===== src/rtl/wdt_pkg.sv =====
// Shared register map and bit positions for the parametrised watchdog.
// Purely declarative; imported by the watchdog top and its sub-modules.
package wdt_pkg;

  localparam logic [2:0] ADDR_STATUS  = 3'd0;
  localparam logic [2:0] ADDR_CONTROL = 3'd1;
  localparam logic [2:0] ADDR_PERIODL = 3'd2;
  localparam logic [2:0] ADDR_PERIODH = 3'd3;
  localparam logic [2:0] ADDR_SNAPL   = 3'd4;
  localparam logic [2:0] ADDR_SNAPH   = 3'd5;
  localparam logic [2:0] ADDR_PRETHR  = 3'd6;

  localparam int STAT_TO  = 0;
  localparam int STAT_RUN = 1;
  localparam int STAT_PTO = 2;

  localparam int CTRL_ITO   = 0;
  localparam int CTRL_PIE   = 1;
  localparam int CTRL_START = 2;
  localparam int CTRL_STOP  = 3;

  // Field order matches the STATUS read layout (TO in bit 0).
  typedef struct packed {
    logic pto;
    logic run;
    logic to;
  } status_t;

endpackage


===== src/rtl/wdt_reset_stretcher.sv =====
// Stretches a one-cycle trigger into a RST_PULSE-cycle pulse; a retrigger reloads.
// Latency: pulse rises the cycle after trigger; no backpressure.
module wdt_reset_stretcher #(
  parameter int RST_PULSE = 2
) (
  input  logic clk,
  input  logic reset_n,
  input  logic trigger,
  output logic pulse
);

  localparam int CW = $clog2(RST_PULSE + 1);
  localparam logic [CW-1:0] LOAD = CW'(RST_PULSE);

  logic [CW-1:0] r_cnt;

  always_ff @(posedge clk or negedge reset_n) begin
    if (!reset_n) begin
      r_cnt <= '0;
    end else if (trigger) begin
      r_cnt <= LOAD;
    end else if (r_cnt != '0) begin
      r_cnt <= r_cnt - CW'(1);
    end
  end

  assign pulse = (r_cnt != '0);

endmodule


===== src/rtl/wdt_timer_param.sv =====
// Avalon-MM watchdog: reloadable down-counter, pre-timeout IRQ, snapshot, stretched reset request.
// Latency: reads registered with 1 cycle, no wait states; writes always accepted (no backpressure).
module wdt_timer_param
  import wdt_pkg::*;
#(
  parameter int          COUNT_W        = 29,
  parameter logic [31:0] DEFAULT_PERIOD = 32'h1DCD64FF,
  parameter bit          ALLOW_STOP     = 1'b0,
  parameter int          RST_PULSE      = 2
) (
  input  logic        clk,
  input  logic        reset_n,
  input  logic [2:0]  address,
  input  logic        chipselect,
  input  logic        write_n,
  input  logic [15:0] writedata,
  output logic [15:0] readdata,
  output logic        irq,
  output logic        resetrequest
);

  localparam logic [COUNT_W-1:0] P_DEF = DEFAULT_PERIOD[COUNT_W-1:0];

  logic [COUNT_W-1:0] r_count;
  logic [COUNT_W-1:0] r_period;
  logic [COUNT_W-1:0] r_snap;
  logic [15:0]        r_prethr;
  status_t            r_status;
  logic               r_ito;
  logic               r_pie;
  logic               r_force_reload;
  logic               r_zero_d1;
  logic               r_pre_d1;

  logic               w_wr;
  logic               w_wr_status;
  logic               w_wr_control;
  logic               w_wr_periodl;
  logic               w_wr_periodh;
  logic               w_wr_snapl;
  logic               w_wr_prethr;
  logic               w_zero;
  logic               w_pre_cmp;
  logic               w_timeout_event;
  logic               w_pre_event;
  logic [31:0]        w_period_ext;
  logic [31:0]        w_snap_ext;
  logic [15:0]        w_rd_mux;

  assign w_wr         = chipselect & ~write_n;
  assign w_wr_status  = w_wr && (address == ADDR_STATUS);
  assign w_wr_control = w_wr && (address == ADDR_CONTROL);
  assign w_wr_periodl = w_wr && (address == ADDR_PERIODL);
  assign w_wr_periodh = w_wr && (address == ADDR_PERIODH);
  assign w_wr_snapl   = w_wr && (address == ADDR_SNAPL);
  assign w_wr_prethr  = w_wr && (address == ADDR_PRETHR);

  // Events are edge-qualified so a counter parked at 0 or at the threshold fires once.
  assign w_zero          = (r_count == '0);
  assign w_timeout_event = w_zero & ~r_zero_d1;
  assign w_pre_cmp       = r_status.run && (r_prethr != 16'd0) &&
                           (r_count == {{(COUNT_W-16){1'b0}}, r_prethr});
  assign w_pre_event     = w_pre_cmp & ~r_pre_d1;

  always_ff @(posedge clk or negedge reset_n) begin
    if (!reset_n) begin
      r_period       <= P_DEF;
      r_force_reload <= 1'b0;
      r_prethr       <= 16'd0;
    end else begin
      r_force_reload <= w_wr_periodl | w_wr_periodh;
      if (w_wr_periodl) r_period[15:0] <= writedata;
      if (w_wr_periodh) r_period[COUNT_W-1:16] <= writedata[COUNT_W-17:0];
      if (w_wr_prethr)  r_prethr <= writedata;
    end
  end

  // Kick reloads from the already-updated PERIOD, independent of RUN.
  always_ff @(posedge clk or negedge reset_n) begin
    if (!reset_n) begin
      r_count <= P_DEF;
    end else if (r_force_reload) begin
      r_count <= r_period;
    end else if (r_status.run) begin
      if (w_zero) r_count <= r_period;
      else        r_count <= r_count - COUNT_W'(1);
    end
  end

  always_ff @(posedge clk or negedge reset_n) begin
    if (!reset_n) begin
      r_zero_d1 <= 1'b0;
      r_pre_d1  <= 1'b0;
      r_snap    <= '0;
    end else begin
      r_zero_d1 <= w_zero;
      r_pre_d1  <= w_pre_cmp;
      if (w_wr_snapl) r_snap <= r_count;
    end
  end

  always_ff @(posedge clk or negedge reset_n) begin
    if (!reset_n) begin
      r_status <= '0;
      r_ito    <= 1'b0;
      r_pie    <= 1'b0;
    end else begin
      if (w_timeout_event)  r_status.to <= 1'b1;
      else if (w_wr_status) r_status.to <= 1'b0;

      if (w_pre_event)      r_status.pto <= 1'b1;
      else if (w_wr_status) r_status.pto <= 1'b0;

      if (w_wr_control) begin
        r_ito <= writedata[CTRL_ITO];
        r_pie <= writedata[CTRL_PIE];
        if (writedata[CTRL_START])
          r_status.run <= 1'b1;
        else if (writedata[CTRL_STOP] && ALLOW_STOP)
          r_status.run <= 1'b0;
      end
    end
  end

  assign w_period_ext = 32'(r_period);
  assign w_snap_ext   = 32'(r_snap);

  always_comb begin
    w_rd_mux = 16'd0;
    case (address)
      ADDR_STATUS:  w_rd_mux = {13'd0, r_status};
      ADDR_CONTROL: w_rd_mux = {14'd0, r_pie, r_ito};
      ADDR_PERIODL: w_rd_mux = w_period_ext[15:0];
      ADDR_PERIODH: w_rd_mux = w_period_ext[31:16];
      ADDR_SNAPL:   w_rd_mux = w_snap_ext[15:0];
      ADDR_SNAPH:   w_rd_mux = w_snap_ext[31:16];
      ADDR_PRETHR:  w_rd_mux = r_prethr;
      default:      w_rd_mux = 16'd0;
    endcase
  end

  always_ff @(posedge clk or negedge reset_n) begin
    if (!reset_n) readdata <= 16'd0;
    else          readdata <= w_rd_mux;
  end

  assign irq = (r_status.to & r_ito) | (r_status.pto & r_pie);

  wdt_reset_stretcher #(
    .RST_PULSE (RST_PULSE)
  ) u_stretch (
    .clk     (clk),
    .reset_n (reset_n),
    .trigger (w_timeout_event),
    .pulse   (resetrequest)
  );

endmodule


===== config.mk =====
export PLATFORM = sky130hd
export DESIGN_NAME = wdt_timer_param
export DESIGN_NICKNAME = d
export VERILOG_FILES = /design/src/rtl/wdt_pkg.sv /design/src/rtl/wdt_reset_stretcher.sv /design/src/rtl/wdt_timer_param.sv
export SDC_FILE = /design/constraint.sdc
export NUM_CORES = 1
export LEC_CHECK = 0
export BUFFER_PORTS_ARGS = -buffer_cell sky130_fd_sc_hd__buf_2
export CAP_MARGIN = 5
export CORE_UTILIZATION = 40
export CTS_CLUSTER_DIAMETER = 40
export DETAILED_ROUTE_END_ITERATION = 8
export SETUP_SLACK_MARGIN = 0.4
export SLEW_MARGIN = 20
export SYNTH_ARGS = -nofsm -noshare
export SYNTH_HDL_FRONTEND = slang
export SYNTH_SLANG_ARGS = --single-unit
export TNS_END_PERCENT = 20

===== constraint.sdc =====
create_clock -name clk -period 3.19 [get_ports clk]
set_input_delay 0.7975 -clock clk [delete_from_list [all_inputs] [get_ports clk]]
set_output_delay 0.7975 -clock clk [all_outputs]
set_load 0.02 [all_outputs]

==> impl_metrics.ini <==
[logic_synthesis]
synth_fp_nets = 601
seq_area_frac_synth_pct = 51.52
syn_inst = 576
synthFlopType = dfrtp_1
synth_edf_count = 0
synth_area_um2 = 6362
async_flop_share_pct = 100.0
yosysWarnings = 0
avgSynthCellArea_um2 = 11.05
ys_seq_elements = 129
ys_types = 61

[global_route]
antenna_found_initial = 0
grt_max_degree = 51
gr-total-overflow = 0
grt_pass1_vias = 5100
grt_use_total_pct = 24.09
grt_pass1_wl_um = 29240

[finish]
fin_cells = 850
utilization_pct = 48.84
drive_above_1_share_pct = 34.43
syn_to_final_growth_pct = 17.99
nFillCells = 1403
fin_nets = 651
diodes = 0

[route]
routed_wl_um = 18390
num_vias = 5073
drt_iter0_drc = 440
routed_via_density = 5.968
drc = 0
firstDrtPassIters = 6
dr_wl_met2_um = 8453
wire_per_inst_um = 21.63
highest_layer = met4
wl_met1_um = 8163
ant_nets = 0
met3_length_um = 1218

[cts]
cts_hold_buf = 0
clock_latency_ps = 420
path_clk_slew_ps = 60
cts_root_buffer = clkbuf_16
clock-sinks = 129
htree_levels = 4
numCtsBuffers = 17
tritoncts = yes
clk_path_buf_depth = 2

[power_and_ir_drop]
power_mw = 6.130
leakage_nw = 3.265
ir_worst_vdd_mv = 0.3600
p_per_area_nw_per_um2 = 816.5

[timing]
tns_ps = 0
holdWs_ps = 294.6
period_needed_ps = 2739
finalSetupViolCount = 0
finalHoldViolations = 0
rsz0062_at_grt = true
finClkSkew_ps = 6.422
worst_pin_slew_ps = 887.4
report.final.slew_viol_count = 0
max_slew_margin_pct = 40.72
max_freq_ghz = 0.3651
finalCritPeriodShare_pct = 85.86

[setup_path]
r2r_cells = 5
end_kind = flop
r2r-end = r_count[27]
worstSetupStartpointType = flop
crit_end = r_count[27]
crit_start = r_count[20]
crit_fanout = 8
regToRegSetupSlack_ps = 450
required_ps = 3500
worstPathArrival_ps = 3050
timing.rr.start = r_count[20]
criticalPathCategory = flop to flop

[placement]
globalplace.congestion = 0.9410
dpl.hpwl_um = 13250
io_buffers = 40
dp.cells = 818

[floorplanning]
fp.dieH_um = 128.1
die_x_um = 128.1
io_pins = 41
core_um2 = 15370
row_count = 45
die-area_um2 = 16410
initial_core_util_pct = 41.39

[run_status]
status = finished, final reports clean

[flow_run]
max_cap_violations = 0

[hold_path]
hold_path_class = input pin to asynchronous set/reset pin
-- registers in the layout, summed over array words and instances (netlist names) --
name	cells
r_count	29
r_force_reload	1
r_ito	1
r_period	29
r_pie	1
r_pre_d1	1
r_prethr	16
r_snap	29
r_status	3
r_zero_d1	1
readdata	16
u_stretch.r_cnt	2
-- what timing repair did --
action / in CTS / in global routing
setup endpoints to repair: 0 / 9
gates resized for setup: 0 / 1
setup buffers: 0 / 0
-- worst min path at each step --
stage | startpoint | endpoint | slack, ps | depth (start not counted)
floorplan | r_snap[2] | r_snap[2] | 440 | 2
global route | reset_n | r_period[20] | 300 | 1
global placement | r_snap[13] | r_snap[13] | 460 | 2
CTS | reset_n | r_period[20] | 290 | 1
detailed placement | r_snap[13] | r_snap[13] | 470 | 2
finish | reset_n | r_snap[18] | 290 | 1
-- per-layer routing --
metal  global-route usage [%]  vias to the layer above
met5                        0                        -
met4                    11.63                        0
li1                         -                     2238
met2                    36.99                      206
met3                    4.215                       39
met1                    32.98                     2590
-- cell usage after synthesis (2+ instances only) --
cell,n,area share (%)
o311ai_0,5,0.69
clkbuf_1,30,1.8
mux2_2,68,12
dfstp_2,40,17
a32oi_1,2,0.28
or4_1,2,0.24
a22o_1,11,1.5
buf_1,4,0.24
nand2b_1,3,0.30
dfrtp_1,89,35
a211oi_1,4,0.47
buf_6,2,0.35
ha_1,2,0.39
nor2b_1,6,0.59
buf_2,2,0.16
nor3_1,12,0.94
xnor2_1,4,0.55
xor2_1,15,2.1
o211ai_1,4,0.47
nand4_1,4,0.39
a311o_1,5,0.79
a221o_1,11,1.7
nand3_1,15,1.2
mux2i_1,15,2.4
or4_2,3,0.41
a22oi_1,4,0.47
mux4_2,2,0.71
a311oi_1,3,0.41
a31oi_1,2,0.20
o21ai_0,31,2.4
inv_1,19,1.1
o22a_1,2,0.28
nor2_1,40,2.4
nand2_1,45,2.7
a211o_1,2,0.28
or3_1,8,0.79
nor4b_1,2,0.28
nor4_1,22,2.2
a21oi_1,11,0.87
o21a_1,4,0.47
-- stage by stage --
step	worst slack (ps)	instance area, µm²
final	451.0	7507
after global routing	367.5	7507
after CTS	478.3	7501
after floorplan	578.7	6362
after global placement	579.6	6904
after detailed placement	497.8	6904
-- layout make-up --
| class | instances | area (µm²) | area share (%) |
|---|---|---|---|
| clock buffer | 21 | 460.4 | 6.133 |
| tap | 211 | 264.0 | 3.517 |
| clock inverter | 11 | 136.4 | 1.817 |
| inverter | 19 | 71.32 | 0.9500 |
| multi-input combinational | 390 | 2864 | 38.15 |
| sequential | 129 | 3278 | 43.67 |
| timing repair buffer | 69 | 432.9 | 5.767 |
-- cells by family after synthesis --
logic type / Yosys count / share of synthesized area [%]
buffers and inverters: 57 / 3.638
multiplexers: 85 / 15.10
flip-flops: 129 / 51.52
AND/OR/NAND/NOR: 170 / 13.27
AO/OA/AOI/OAI: 114 / 13.45
adder cells (fa/ha/maj): 2 / 0.3933
XOR/XNOR: 19 / 2.616
-- worst max-delay path, cell delays in order (launching register included) --
cell	delay, ps
dfrtp_1	460
or4_2	710
or3_1	490
or3_1	410
or2_1	260
o311ai_1	300
-- cells in the final DEF, fill, tap and decap left out, drive strengths merged, types with 3 or more instances in the layout --
cell	instances
o21ai	31
xor2	15
inv	19
a22o	11
a22oi	4
a21oi	11
a211oi	4
or4	5
mux2i	15
nor3	12
a221o	11
bufinv	3
nand2	45
mux2	68
a311oi	3
clkinv	7
dfrtp	89
o21a	4
nand2b	3
clkbuf	21
nand4	4
nor4	22
nand3	15
xnor2	4
a311o	5
o311ai	7
nor2b	6
nor2	40
buf	69
dfstp	40
o211ai	4
or3	9
-- report_power, final --
part | switching (mW) | internal (mW) | leakage (nW)
sequential | 0.573 | 2.22 | 1.55
combinational | 0.707 | 0.661 | 1.42
clock | 0.706 | 1.26 | 0.296
total | 1.99 | 4.14 | 3.27
(Power assumes the default switching activity.)
